## src/rtl/jt12_kon_pkg.sv

```systemverilog
// jt12 key-on scheduler shared constants: FSM encoding, command bundle,
// FIFO/timeout defaults and the invalid-channel test.
package jt12_kon_pkg;

    typedef enum logic [1:0] {
        KS_IDLE  = 2'd0,
        KS_ISSUE = 2'd1,
        KS_WAIT  = 2'd2
    } kon_state_e;

    localparam int KON_DEPTH = 4;
    localparam int KON_TMO   = 31;
    localparam int KON_W     = 7;

    typedef struct packed {
        logic [3:0] op;
        logic [2:0] ch;
    } kon_cmd_t;

    // Channel codes 3 and 7 do not address a real channel.
    function automatic logic ch_invalid(input logic [2:0] ch);
        return ch[1:0] == 2'b11;
    endfunction

endpackage

```

## src/rtl/jt12_kon_fifo.sv

```systemverilog
// In-order key-on command FIFO, DEPTH entries (power of 2).
// Ports: clk_i, rst_i (async high), push_i, pop_i, din_i -> dout_o (head),
//        full_o, empty_o, cnt_o (occupancy). Push on full succeeds only with pop.
module jt12_kon_fifo
    import jt12_kon_pkg::*;
#(
    parameter int DEPTH = KON_DEPTH
) (
    input  logic                     clk_i,
    input  logic                     rst_i,
    input  logic                     push_i,
    input  logic                     pop_i,
    input  logic [KON_W-1:0]         din_i,
    output logic [KON_W-1:0]         dout_o,
    output logic                     full_o,
    output logic                     empty_o,
    output logic [$clog2(DEPTH):0]   cnt_o
);

    localparam int AW = $clog2(DEPTH);

    logic [KON_W-1:0] mem_q [DEPTH];
    logic [AW-1:0]    wp_q, wp_d;
    logic [AW-1:0]    rp_q, rp_d;
    logic [AW:0]      cnt_q, cnt_d;
    logic             do_push, do_pop;

    assign empty_o = (cnt_q == '0);
    assign full_o  = (cnt_q == (AW+1)'(DEPTH));
    assign cnt_o   = cnt_q;
    assign dout_o  = mem_q[rp_q];

    always_comb begin
        do_pop  = pop_i & ~empty_o;
        do_push = push_i & (~full_o | do_pop);
        wp_d    = wp_q + AW'(do_push);
        rp_d    = rp_q + AW'(do_pop);
        cnt_d   = cnt_q + (AW+1)'(do_push) - (AW+1)'(do_pop);
    end

    always_ff @(posedge clk_i or posedge rst_i) begin
        if (rst_i) begin
            wp_q  <= '0;
            rp_q  <= '0;
            cnt_q <= '0;
        end else begin
            wp_q  <= wp_d;
            rp_q  <= rp_d;
            cnt_q <= cnt_d;
        end
    end

    // Storage needs no reset: occupancy gates every read.
    always_ff @(posedge clk_i) begin
        if (do_push) begin
            mem_q[wp_q] <= din_i;
        end
    end

endmodule

```

## src/rtl/jt12_kon_sched.sv

```systemverilog
// jt12 key-on scheduler: captures host key-on writes, queues them and
// issues one up_keyon strobe per command, waiting for the slot sequencer.
// Inputs : clk_i, rst_i (async high), clk_en_i, wr_i, din_i[7:0]
//          ({op mask, -, ch}), next_op_i, next_ch_i, clr_err_i.
// Outputs: up_keyon_o, keyon_op_o, keyon_ch_o, busy_o, full_o,
//          ovf_err_o (lost write), tmo_err_o (sequencer never matched).
module jt12_kon_sched
    import jt12_kon_pkg::*;
#(
    parameter int DEPTH = KON_DEPTH,
    parameter int TMO   = KON_TMO
) (
    input  logic       clk_i,
    input  logic       rst_i,
    input  logic       clk_en_i,
    input  logic       wr_i,
    input  logic [7:0] din_i,
    input  logic [1:0] next_op_i,
    input  logic [2:0] next_ch_i,
    input  logic       clr_err_i,
    output logic       up_keyon_o,
    output logic [3:0] keyon_op_o,
    output logic [2:0] keyon_ch_o,
    output logic       busy_o,
    output logic       full_o,
    output logic       ovf_err_o,
    output logic       tmo_err_o
);

    localparam int CW = $clog2(DEPTH) + 1;
    localparam int TW = $clog2(TMO + 1);

    // Capture register
    kon_cmd_t cap_q, cap_d;
    logic     cap_vld_q, cap_vld_d;
    logic     push_evt, push_req, cap_ovf;
    logic     unused_din;

    assign unused_din = din_i[3];

    // Capture runs on every clk so a host strobe is never missed;
    // it drains into the FIFO on the next enabled cycle.
    always_comb begin
        push_evt  = clk_en_i & cap_vld_q;
        push_req  = push_evt & ~ch_invalid(cap_q.ch);
        cap_ovf   = wr_i & cap_vld_q & ~push_evt;
        cap_vld_d = wr_i | (cap_vld_q & ~push_evt);
        cap_d     = cap_q;
        if (wr_i) begin
            cap_d.op = din_i[7:4];
            cap_d.ch = din_i[2:0];
        end
    end

    always_ff @(posedge clk_i or posedge rst_i) begin
        if (rst_i) begin
            cap_vld_q <= 1'b0;
            cap_q     <= '0;
        end else begin
            cap_vld_q <= cap_vld_d;
            cap_q     <= cap_d;
        end
    end

    // Command FIFO
    logic [KON_W-1:0] head;
    kon_cmd_t         head_cmd;
    logic             fifo_full, fifo_empty, pop;
    logic [CW-1:0]    fifo_cnt_unused;

    jt12_kon_fifo #(
        .DEPTH (DEPTH)
    ) u_fifo (
        .clk_i   (clk_i),
        .rst_i   (rst_i),
        .push_i  (push_req),
        .pop_i   (pop),
        .din_i   (cap_q),
        .dout_o  (head),
        .full_o  (fifo_full),
        .empty_o (fifo_empty),
        .cnt_o   (fifo_cnt_unused)
    );

    assign head_cmd = kon_cmd_t'(head);

    // Issue FSM
    kon_state_e    state_q, state_d;
    logic [TW-1:0] timer_q, timer_d;
    logic          up_keyon_q, up_keyon_d;
    logic [3:0]    op_q, op_d;
    logic [2:0]    ch_q, ch_d;
    logic          match, tmo_hit, tmo_set, ovf_set;
    logic          ovf_q, ovf_d, tmo_q, tmo_d;

    assign match   = (next_ch_i == ch_q) && (next_op_i == 2'd3);
    assign tmo_hit = (timer_q == TW'(TMO));

    always_ff @(posedge clk_i or posedge rst_i) begin
        if (rst_i) begin
            state_q <= KS_IDLE;
        end else if (clk_en_i) begin
            state_q <= state_d;
        end
    end

    always_comb begin
        state_d = state_q;
        unique case (1'b1)
            (state_q == KS_IDLE): begin
                if (!fifo_empty) state_d = KS_ISSUE;
            end
            (state_q == KS_ISSUE): begin
                state_d = KS_WAIT;
            end
            (state_q == KS_WAIT): begin
                if (match || tmo_hit) state_d = KS_IDLE;
            end
            default: begin
                state_d = KS_IDLE;
            end
        endcase
    end

    always_comb begin
        pop     = 1'b0;
        timer_d = timer_q;
        tmo_set = 1'b0;
        op_d    = op_q;
        ch_d    = ch_q;
        unique case (1'b1)
            (state_q == KS_IDLE): begin
                timer_d = '0;
                if (!fifo_empty) begin
                    pop  = clk_en_i;
                    op_d = head_cmd.op;
                    ch_d = head_cmd.ch;
                end
            end
            (state_q == KS_ISSUE): begin
                timer_d = '0;
            end
            (state_q == KS_WAIT): begin
                timer_d = timer_q + 1'b1;
                tmo_set = clk_en_i & ~match & tmo_hit;
            end
            default: begin
                timer_d = '0;
            end
        endcase
        // Strobe is registered so it is high for exactly the ISSUE cycle.
        up_keyon_d = (state_d == KS_ISSUE);
    end

    always_ff @(posedge clk_i or posedge rst_i) begin
        if (rst_i) begin
            timer_q    <= '0;
            up_keyon_q <= 1'b0;
            op_q       <= '0;
            ch_q       <= '0;
        end else if (clk_en_i) begin
            timer_q    <= timer_d;
            up_keyon_q <= up_keyon_d;
            op_q       <= op_d;
            ch_q       <= ch_d;
        end
    end

    // Sticky errors: a new event wins over a clear in the same cycle.
    always_comb begin
        ovf_set = cap_ovf | (push_req & fifo_full & ~pop);
        ovf_d   = ovf_set | (ovf_q & ~(clk_en_i & clr_err_i));
        tmo_d   = tmo_set | (tmo_q & ~(clk_en_i & clr_err_i));
    end

    always_ff @(posedge clk_i or posedge rst_i) begin
        if (rst_i) begin
            ovf_q <= 1'b0;
            tmo_q <= 1'b0;
        end else begin
            ovf_q <= ovf_d;
            tmo_q <= tmo_d;
        end
    end

    assign up_keyon_o = up_keyon_q;
    assign keyon_op_o = op_q;
    assign keyon_ch_o = ch_q;
    assign busy_o     = ~fifo_empty | (state_q != KS_IDLE);
    assign full_o     = fifo_full;
    assign ovf_err_o  = ovf_q;
    assign tmo_err_o  = tmo_q;

endmodule

```

## config.mk

```make
export PLATFORM = sky130hd
export DESIGN_NAME = jt12_kon_sched
export DESIGN_NICKNAME = d
export VERILOG_FILES = /design/src/rtl/jt12_kon_pkg.sv /design/src/rtl/jt12_kon_fifo.sv /design/src/rtl/jt12_kon_sched.sv
export SDC_FILE = /design/constraint.sdc
export NUM_CORES = 1
export LEC_CHECK = 0
export ABC_AREA = 1
export CORE_MARGIN = 3
export CORE_UTILIZATION = 56
export CTS_CLUSTER_SIZE = 30
export DETAILED_ROUTE_END_ITERATION = 8
export DONT_BUFFER_PORTS = 1
export GPL_ROUTABILITY_DRIVEN = 0
export PLACE_DENSITY = 0.85
export RECOVER_POWER = 100
export SLEW_MARGIN = 20
export SYNTH_ARGS = -nofsm -noshare
export SYNTH_HDL_FRONTEND = slang
export SYNTH_HIERARCHICAL = 1
export SYNTH_SLANG_ARGS = --single-unit
```

## constraint.sdc

```tcl
create_clock -name clk_i -period 2 [get_ports clk_i]
set_clock_uncertainty 0.05 [all_clocks]
set_input_delay 0.4 -clock clk_i [delete_from_list [all_inputs] [get_ports clk_i]]
set_output_delay 0.4 -clock clk_i [all_outputs]
set_load 0.01 [all_outputs]
```

* Word-level counts from Yosys, hierarchy flattened
Memory sizes are Yosys's and may differ from the RTL's. A register that Yosys moved wholly into a read port is not among the register bits. Cells that the tools add are included. W data, S select, Z words.
Operators by class: bitwise logic cells 27, reduce and logical (&&, ||, !) cells 6, equal/unequal tests 8, muxes and demuxes 9, add/subtract/negate cells 5
Operators with widths (count):
- $and A1 B1 Y1 | 14
- $not A1 Y1 | 7
- $eq A2 B2 Y1 const B | 3
- $or A1 B1 Y1 | 6
- $pmux W2 S3 | 1
- $add A5 B1 Y5 const B | 1
- $eq A5 B5 Y1 const B | 1
- $mux W1 | 5
- $mux W5 | 1
- $add A2 B1 Y2 | 2
- $eq A2 B1 Y1 const B | 2
- $mux W2 | 2
- $add A3 B1 Y3 | 1
- $eq A3 B3 Y1 | 1
- $eq A3 B3 Y1 const B | 1
- $logic_not A3 Y1 | 1
- $reduce_and A3 Y1 | 1
- $sub A3 B1 Y3 | 1
- $logic_not A2 Y1 | 1
- $reduce_bool A2 Y1 | 1
- $logic_and A1 B1 Y1 | 1
- $logic_or A1 B1 Y1 | 1
Storage, ports and cells: output and inout port bits 12, logic and storage cells 67, bits in registers 25, bits in writable memories 28, input bits 18, memories 1
Memories:
- u_fifo.mem_q | depth 4, bits a word 7, rd ports 1, clocked after Yosys merged registers in 1, write ports 1, RTL line jt12_kon_fifo.sv:22 | logic [KON_W-1:0] mem_q [DEPTH];

* Depth between registers and ports, before layout
Gate-level depths: netlist of the first run.
depth after elaboration 8, depth in mapped cells 12, gate-level depth less buffers 12

* Cells and area by module
The synthesis of the first run kept the hierarchy.
Modules (own cells, without submodules):
- jt12_kon_fifo | area an instance 1535.2 um^2, cells each 124, sequential area each 1016.0 um^2, instances 1
- jt12_kon_sched | area an instance 1213.7 um^2, cells each 137, sequential area each 625.6 um^2, instances 1

* Worst setup path after synthesis of the first run
OpenSTA, ideal clock, no wires.
path kind register to register, start reg u_fifo.cnt_q[1] (netlist: u_fifo/cnt_o[1]), end reg u_fifo.cnt_q[2] (netlist: u_fifo/cnt_o[2]), required time 1828 ps, path slack -38 ps, arrival 1865 ps, stages on the path, launching flop included 12, buffers on the path 0, clock period less this slack 2038 ps, library setup time 122 ps, cell sequence dfrtp_1 > nor2_2 > nand2_1 > inv_1 > nor2_8 > nand2_8 > clkinv_8 > nand3b_1 > nand2_1 > ha_1 > fa_1 > xnor2_1
On the way: cells in the longest elaborated chain, start to end 8, elaborated cells on any way between the ends 11, those cells by class add/sub (2); eq/ne (1); mux (2); bitwise (5); reduce/logical (1)
RTL lines:
- start: declaration | RTL line jt12_kon_fifo.sv:25 | logic [AW:0] cnt_q, cnt_d;
- start signal: assignment | RTL line jt12_kon_fifo.sv:49 | cnt_q <= cnt_d;
- $logic_not A3 Y1 (*) | RTL line jt12_kon_fifo.sv:28 | assign empty_o = (cnt_q == '0);
- via fifo_empty | RTL line jt12_kon_sched.sv:68 | logic fifo_full, fifo_empty, pop;
- $mux W1 (*) | RTL line jt12_kon_sched.sv:134 | if (!fifo_empty) begin
- $mux W1 (*) | RTL line jt12_kon_sched.sv:131 | unique case (1'b1)
- via pop | RTL line jt12_kon_sched.sv:68
- $and A1 B1 Y1 (*) | RTL line jt12_kon_fifo.sv:34 | do_pop = pop_i & ~empty_o;
- $or A1 B1 Y1 | RTL line jt12_kon_fifo.sv:35 | do_push = push_i & (~full_o | do_pop);
- $and A1 B1 Y1 | RTL line jt12_kon_fifo.sv:35
- $add A3 B1 Y3 | RTL line jt12_kon_fifo.sv:38 | cnt_d = cnt_q + (AW+1)'(do_push) - (AW+1)'(do_pop);
- $sub A3 B1 Y3 (*) | RTL line jt12_kon_fifo.sv:38
- via u_fifo.cnt_d[2] | RTL line jt12_kon_fifo.sv:25
Mark *: on every way through the listed nets, which the timed path passes. The rest lies on a longest branch. A chain may end at the register's enable or synchronous reset.

* Final worst setup path of the first run
Same ends and word-level chain as after synthesis.

==> impl_metrics.env, run 1 <==
export IMPL_grt_usage_pct=18.3
export IMPL_internal_power_mw=2.60
export IMPL_dp_hpwl_um=3160
export IMPL_synthTopCellsByArea="edfxtp_1 31%, dfrtp_1 29%, nand2_1 12%"
export IMPL_antenna_found_initial=0
export IMPL_critPathLaunchType="flip-flop"
export IMPL_root_buffer="clkbuf_8"
export IMPL_gr_total_overflow=0
export IMPL_arrival_ps=2090
export IMPL_seq_area_frac_synth_pct=59.7
export IMPL_min_to="cap_q[6]$_DFFE_PP0P_"
export IMPL_grt_pass1_vias=1771
export IMPL_drtPass1Iterations=4
export IMPL_die_x_um=76.1
export IMPL_ys_seq_elements=60
export IMPL_mostFrequentLayoutCell="nand2_1"
export IMPL_io_pins=30
export IMPL_yosysWarnings=6
export IMPL_clkPwrFrac_pct=21.9
export IMPL_clk_pin_slew_ps=70
export IMPL_antennaDiodeCount=0
export IMPL_core_area_um2=4530
export IMPL_p_leak_nw=1.47
export IMPL_max_slew_worst_pin_slew_ps=907
export IMPL_slew_viol_final=0
export IMPL_drv_cap=0
export IMPL_min_delay_path_depth=2
export IMPL_status="completed"
export IMPL_rr_worst_depth=11
export IMPL_cts_buffers=9
export IMPL_vias_per_cell=5.06
export IMPL_hold_path_class="input pin to flip-flop"
export IMPL_slowest_delay_ps=390
export IMPL_ir_drop_mv=0.554
export IMPL_die_y_um=76.1
export IMPL_avgSynthCellArea_um2=10.5
export IMPL_worst_path_max_fanout=4
export IMPL_start_util_pct=60.6
export IMPL_vias=1787
export IMPL_port_buffers=0
export IMPL_initialDrtViolationCount=47
export IMPL_grt_pass1_wl_um=8220
export IMPL_final_net_count=307
export IMPL_post_drt_wl_per_cell_um=13.2
export IMPL_swShare_pct=37.7
export IMPL_drcViolationCount=0
export IMPL_synth_top_cell_area_share_pct=30.6
export IMPL_critPathSlowestCell="dfrtp_1"
export IMPL_path_cells="nor2_2 -> nand2_2 -> inv_4 -> nor2_8 -> nand2_8 -> clkinv_8 -> nand3b_1 -> nand2_1 -> ha_2 -> fa_1 -> xnor2_1"
export IMPL_syn_nets=285
export IMPL_drive_above_1_share_pct=22.2
export IMPL_p_seq_share_pct=47.9
export IMPL_maxSlewHeadroom_pct=39.6
export IMPL_crit_type="flip-flop to flip-flop"
export IMPL_combinationalPowerShare_pct=30.1
export IMPL_r2r_start="u_fifo/cnt_o[1]$_DFF_PP0_"
export IMPL_seq_area_um2=1640
export IMPL_cts_tree="yes"
export IMPL_finalSetupViolCount=0
export IMPL_fin_setup_tns_ps=0
export IMPL_crit_required_ps=2170
export IMPL_fillCellCount=327
export IMPL_synth_cell_types=36
export IMPL_reg2reg_slack_ps=70
export IMPL_ant_nets=0
export IMPL_netlist_area_um2=2750
export IMPL_grt_max_degree=28
export IMPL_hold_viol=0
export IMPL_multi_input_area_um2=891
export IMPL_r2r_end="u_fifo/cnt_o[2]$_DFF_PP0_"
export IMPL_cellPowerDensity_nw_per_um2=1360
export IMPL_clock_fmax_mhz=519
export IMPL_worstHoldStart="wr_i"
export IMPL_netlist_instances=261
export IMPL_switchingPower_mw=1.57
export IMPL_cts_sinks=60
export IMPL_clkLatencyLatePin_ps=340
export IMPL_synth_top_area_cell="edfxtp_1"
export IMPL_mostFrequentLayoutCells="86 x nand2_1, 32 x dfrtp_1, 28 x inv_1, 28 x edfxtp_1, 14 x buf_4"
export IMPL_finalCritPeriodShare_pct=96.3
export IMPL_die_area_um2=5790
export IMPL_endpoint_kind="flip-flop"
export IMPL_drt_total_wl_um=4650
export IMPL_finalHoldWorstSlack_ps=123
export IMPL_cts_htree_levels=3
export IMPL_placementRows=24
export IMPL_clockBufferDepth=2
export IMPL_area_delta_synth_final_pct=11.3
export IMPL_post_route_min_period_ps=1930
## timing repair
action                                 in CTS  in global routing
setup endpoints to repair                   1                  2
endpoints found under the hold margin      32                  0
pin swaps                                   1                  2
resized for setup                           1                  3
setup buffers                               1                  5
hold buffers                                1                  0
## layout make-up
| type | count | share of cell area (%) |
|---|---|---|
| multi-input cells | 159 | 29.1 |
| clock buffers | 9 | 4.05 |
| repair buffers | 17 | 4.05 |
| well taps | 65 | 2.66 |
| inverters | 36 | 5.07 |
| flip-flops and latches | 60 | 53.6 |
| clock inverters | 7 | 1.43 |
## sequential cells by signal, indices dropped and copies added, names as in the netlist
| signal | count |
|---|---|
| cap_vld_q | 1 |
| ovf_err_o | 1 |
| u_fifo/wp_q | 2 |
| u_fifo/cnt_o | 3 |
| up_keyon_o | 1 |
| u_fifo/mem_q | 28 |
| keyon_ch_o | 3 |
| timer_q | 5 |
| keyon_op_o | 4 |
| state_q | 2 |
| tmo_err_o | 1 |
| cap_q | 7 |
| u_fifo/rp_q | 2 |
## layer usage
| layer | vias up | global-route usage [%] | wire length, µm |
|---|---|---|---|
| li1 | 878 | - | - |
| met1 | 826 | 23.2 | 2090 |
| met2 | 65 | 28.6 | 2170 |
| met5 | - | 0 | 0 |
| met3 | 18 | 6.26 | 265 |
| met4 | 0 | 7.79 | 123 |
## worst max-delay path by stage
stage                               from                        end  slack (ps)  cells after the start
2_1_floorplan  u_fifo/cnt_o[1]$_DFF_PP0_  u_fifo/cnt_o[2]$_DFF_PP0_          10                     11
3_3_place_gp   u_fifo/cnt_o[1]$_DFF_PP0_  u_fifo/cnt_o[2]$_DFF_PP0_          60                     11
3_5_place_dp   u_fifo/cnt_o[1]$_DFF_PP0_  u_fifo/cnt_o[2]$_DFF_PP0_          -2                     11
4_1_cts        u_fifo/cnt_o[0]$_DFF_PP0_  u_fifo/cnt_o[2]$_DFF_PP0_           1                     11
5_1_grt        u_fifo/cnt_o[1]$_DFF_PP0_  u_fifo/cnt_o[2]$_DFF_PP0_         -30                     11
6_report       u_fifo/cnt_o[1]$_DFF_PP0_  u_fifo/cnt_o[2]$_DFF_PP0_          70                     11
## critical path: cells and delay by family (launching register included)
kind	cells	cell delay [ps]
xor+xnor	1	140
fa+ha+maj	2	550
flops	1	390
simple gates	6	540
buf+inv	2	140
## kinds of logic after synthesis
kind of cell	synth area share (%)
simple gates	19.7
flops	59.7
buf+inv	7.87
compound gates	8.47
fa+ha+maj	3.00
xor+xnor	1.23
## synth_stat cells, drive strengths merged
cell	count
or2	2
and3	1
xor2	2
nand3	3
clkinv	2
xnor2	1
dfrtp	32
ha	5
fa	1
o21ai	12
nor2	13
a21oi	10
o211ai	8
nand2	97
o21a	1
buf	6
a22o	1
nand3b	2
inv	34
edfxtp	28
## power groups by stage
stage	Sequential (mW)	Combinational (mW)	Clock, mW
global placement	2.00	1.11	0
CTS	1.99	1.21	0.930
detailed placement	2.01	1.18	0
floorplan	1.84	1.10	0
global route	2.05	1.43	0.991
finish	2.00	1.25	0.913
## stage by stage
| step | setup slack, ps | cells | power, mW | instance area, µm² | util (%) |
|---|---|---|---|---|---|
| finish | 73.4 | 353 | 4.16 | 3060 | 67.5 |
| global route | -29.9 | 353 | 4.47 | 3060 | 67.5 |
| CTS | 1.21 | 348 | 4.13 | 3030 | 66.8 |
| detailed placement | -2.40 | 330 | 3.19 | 2840 | 62.7 |
| global placement | 58.5 | 330 | 3.11 | 2840 | 62.7 |
| floorplan | 13.4 | 261 | 2.94 | 2750 | - |
No activity file was read; power rests on OpenSTA's default activity.
==> run 2, diff against run 1 <==
- CORE_UTILIZATION: 56 -> 60
- PLACE_DENSITY: 0.85 -> 0.87
- clock period: 2 -> 1.98 ns (I/O delays scaled with it)
==> run 2 against run 1 <==
Die area is 6.1% lower. Sequential power about the same. Power up 12%. Worst hold slack got worse by 16 ps. Critical path type unchanged. Highest routed layer unchanged.
==> impl_metrics.env, run 2 (synthesis gave the netlist of run 1 again) <==
export IMPL_core_area_um2=4200
export IMPL_clkLatencyLatePin_ps=330
export IMPL_routed_top_layer="met4"
export IMPL_crit_type="flip-flop to flip-flop"
export IMPL_drtPass1Iterations=4
export IMPL_startpoint="u_fifo/cnt_o[1]$_DFF_PP0_"
export IMPL_antennaDiodeCount=0
export IMPL_vias_per_cell=5.37
export IMPL_cts_htree_levels=3
export IMPL_area_delta_synth_final_pct=13.2
export IMPL_initialDrtViolationCount=131
export IMPL_grt_max_degree=28
export IMPL_cts_sinks=60
export IMPL_io_pins=30
export IMPL_die_x_um=73.7
export IMPL_largest_reg_flops=28
export IMPL_antenna_found_initial=0
export IMPL_dpl_cell_count=316
export IMPL_cts_tree="yes"
export IMPL_cts_buffers=9
export IMPL_regMostFlops="u_fifo/mem_q"
export IMPL_final_area_um2=3110
export IMPL_r2r_start="u_fifo/cnt_o[1]$_DFF_PP0_"
export IMPL_post_route_min_period_ps=1930
export IMPL_ir_drop_mv=0.587
export IMPL_dp_hpwl_um=3420
export IMPL_crit_required_ps=2130
export IMPL_routed_wl_met2_um=2480
export IMPL_critPathLaunchType="flip-flop"
export IMPL_cellPowerDensity_nw_per_um2=1490
export IMPL_endpoint_kind="flip-flop"
export IMPL_seq_area_um2=1640
export IMPL_final_net_count=306
export IMPL_mostFrequentLayoutCell="nand2_1"
export IMPL_slew_viol_final=0
export IMPL_drt_total_wl_um=5080
export IMPL_multi_input_area_um2=906
export IMPL_clockBufferDepth=2
export IMPL_start_util_pct=65.4
export IMPL_die_area_um2=5430
export IMPL_placementRows=23
export IMPL_grt_pass1_wl_um=8180
export IMPL_hold_path_class="input pin to flip-flop"
export IMPL_worst_path_max_fanout=4
export IMPL_endpoint="u_fifo/cnt_o[1]$_DFF_PP0_"
export IMPL_maxSlewHeadroom_pct=40.3
export IMPL_max_slew_worst_pin_slew_ps=896
export IMPL_p_leak_nw=1.48
export IMPL_r2r_end="u_fifo/cnt_o[1]$_DFF_PP0_"
export IMPL_rr_worst_depth=11
export IMPL_met3_length_um=366
export IMPL_port_buffers=0
export IMPL_root_buffer="clkbuf_8"
export IMPL_status="completed"
export IMPL_vias=1809
export IMPL_clock_fmax_mhz=519
export IMPL_finalSetupViolCount=0
export IMPL_fin_util_pct=74.1
export IMPL_hold_viol=0
export IMPL_reg2reg_slack_ps=50
export IMPL_drcViolationCount=0
export IMPL_mostFrequentLayoutCells="85 x nand2_1, 32 x dfrtp_1, 29 x inv_1"
export IMPL_finalCritPeriodShare_pct=97.3
export IMPL_arrival_ps=2070
export IMPL_post_drt_wl_per_cell_um=15.1
export IMPL_gr_total_overflow=0
export IMPL_grt_pass1_vias=1768
export IMPL_wl_met1_um=2140
export IMPL_fillCellCount=270
export IMPL_die_y_um=73.7
export IMPL_ant_nets=0
export IMPL_final_cells=337
export IMPL_drv_cap=0
export IMPL_drive_above_1_share_pct=23.3
export IMPL_fin_setup_tns_ps=0
export IMPL_dpl_cell_area_um2=2830
export IMPL_grt_usage_pct=20.9
export IMPL_clk_pin_slew_ps=70
export IMPL_top_regs="u_fifo/mem_q x28, cap_q x7, timer_q x5"
[run 2: cell types whose count changed in the layout (fill, tap and decap cells not counted), sizes merged]
cell,change
clkbuf,+2
bufinv,+3
clkinvlp,+1
buf,-3
clkinv,-4
[run 2: final cells by class]
cell class,instances,area share [%]
clock buffer,9,3.98
clock inverter,7,3.70
inverter,36,4.98
multi-input combinational,159,29.1
sequential,60,52.7
tap,50,2.01
timing repair buffer,16,3.50
[run 2: routing by layer]
metal | GRT usage, % | vias up
li1 | - | 874
met5 | 0 | -
met3 | 6.29 | 7
met2 | 33.6 | 66
met4 | 8.45 | 0
met1 | 26.4 | 862
[run 2: worst min path at each step]
stage | from | slack [ps] | cells past startpoint | to
2_1_floorplan | rst_i | 150 | 1 | u_fifo/cnt_o[0]$_DFF_PP0_
3_3_place_gp | rst_i | 190 | 1 | u_fifo/cnt_o[1]$_DFF_PP0_
3_5_place_dp | rst_i | 190 | 1 | u_fifo/wp_q[1]$_DFF_PP0_
4_1_cts | clk_en_i | 90 | 1 | timer_q[1]$_DFFE_PP0P_
5_1_grt | clk_en_i | 100 | 1 | timer_q[1]$_DFFE_PP0P_
6_report | clk_en_i | 110 | 1 | timer_q[1]$_DFFE_PP0P_
[run 2: stage by stage]
stage	power (mW)	hold slack, ps	setup WS, ps
floorplan	2.97	149	16.8
global placement	3.17	188	-39.6
detailed placement	3.26	192	-112
CTS	4.59	89.0	-116
global route	4.94	101	-39.4
finish	4.64	107	54.2
[run 2: critical path, cell delays in order, from the launching register on]
cell and delay [ps]:
dfrtp_1 400, nor2_2 150, nand2_2 100, inv_4 90
nor2_8 50, nand2_8 70, clkinv_8 50, nand2_1 70
nand3_1 70, nand2_1 80, ha_2 180, fa_2 440
[run 2: timing repair]
| action | 4_1_cts | 5_1_grt |
|---|---|---|
| endpoints found under the setup margin | 28 | 31 |
| pin swaps | 0 | 3 |
| gates resized for setup | 0 | 9 |
| buffers inserted | 0 | 4 |
| hold buffers | 1 | 0 |
| endpoints found under the hold margin | 32 | 0 |
[run 2: where the power goes]
part	switching (mW)	internal, mW
clock	0.473	0.830
sequential	0.387	1.61
combinational	0.764	0.574
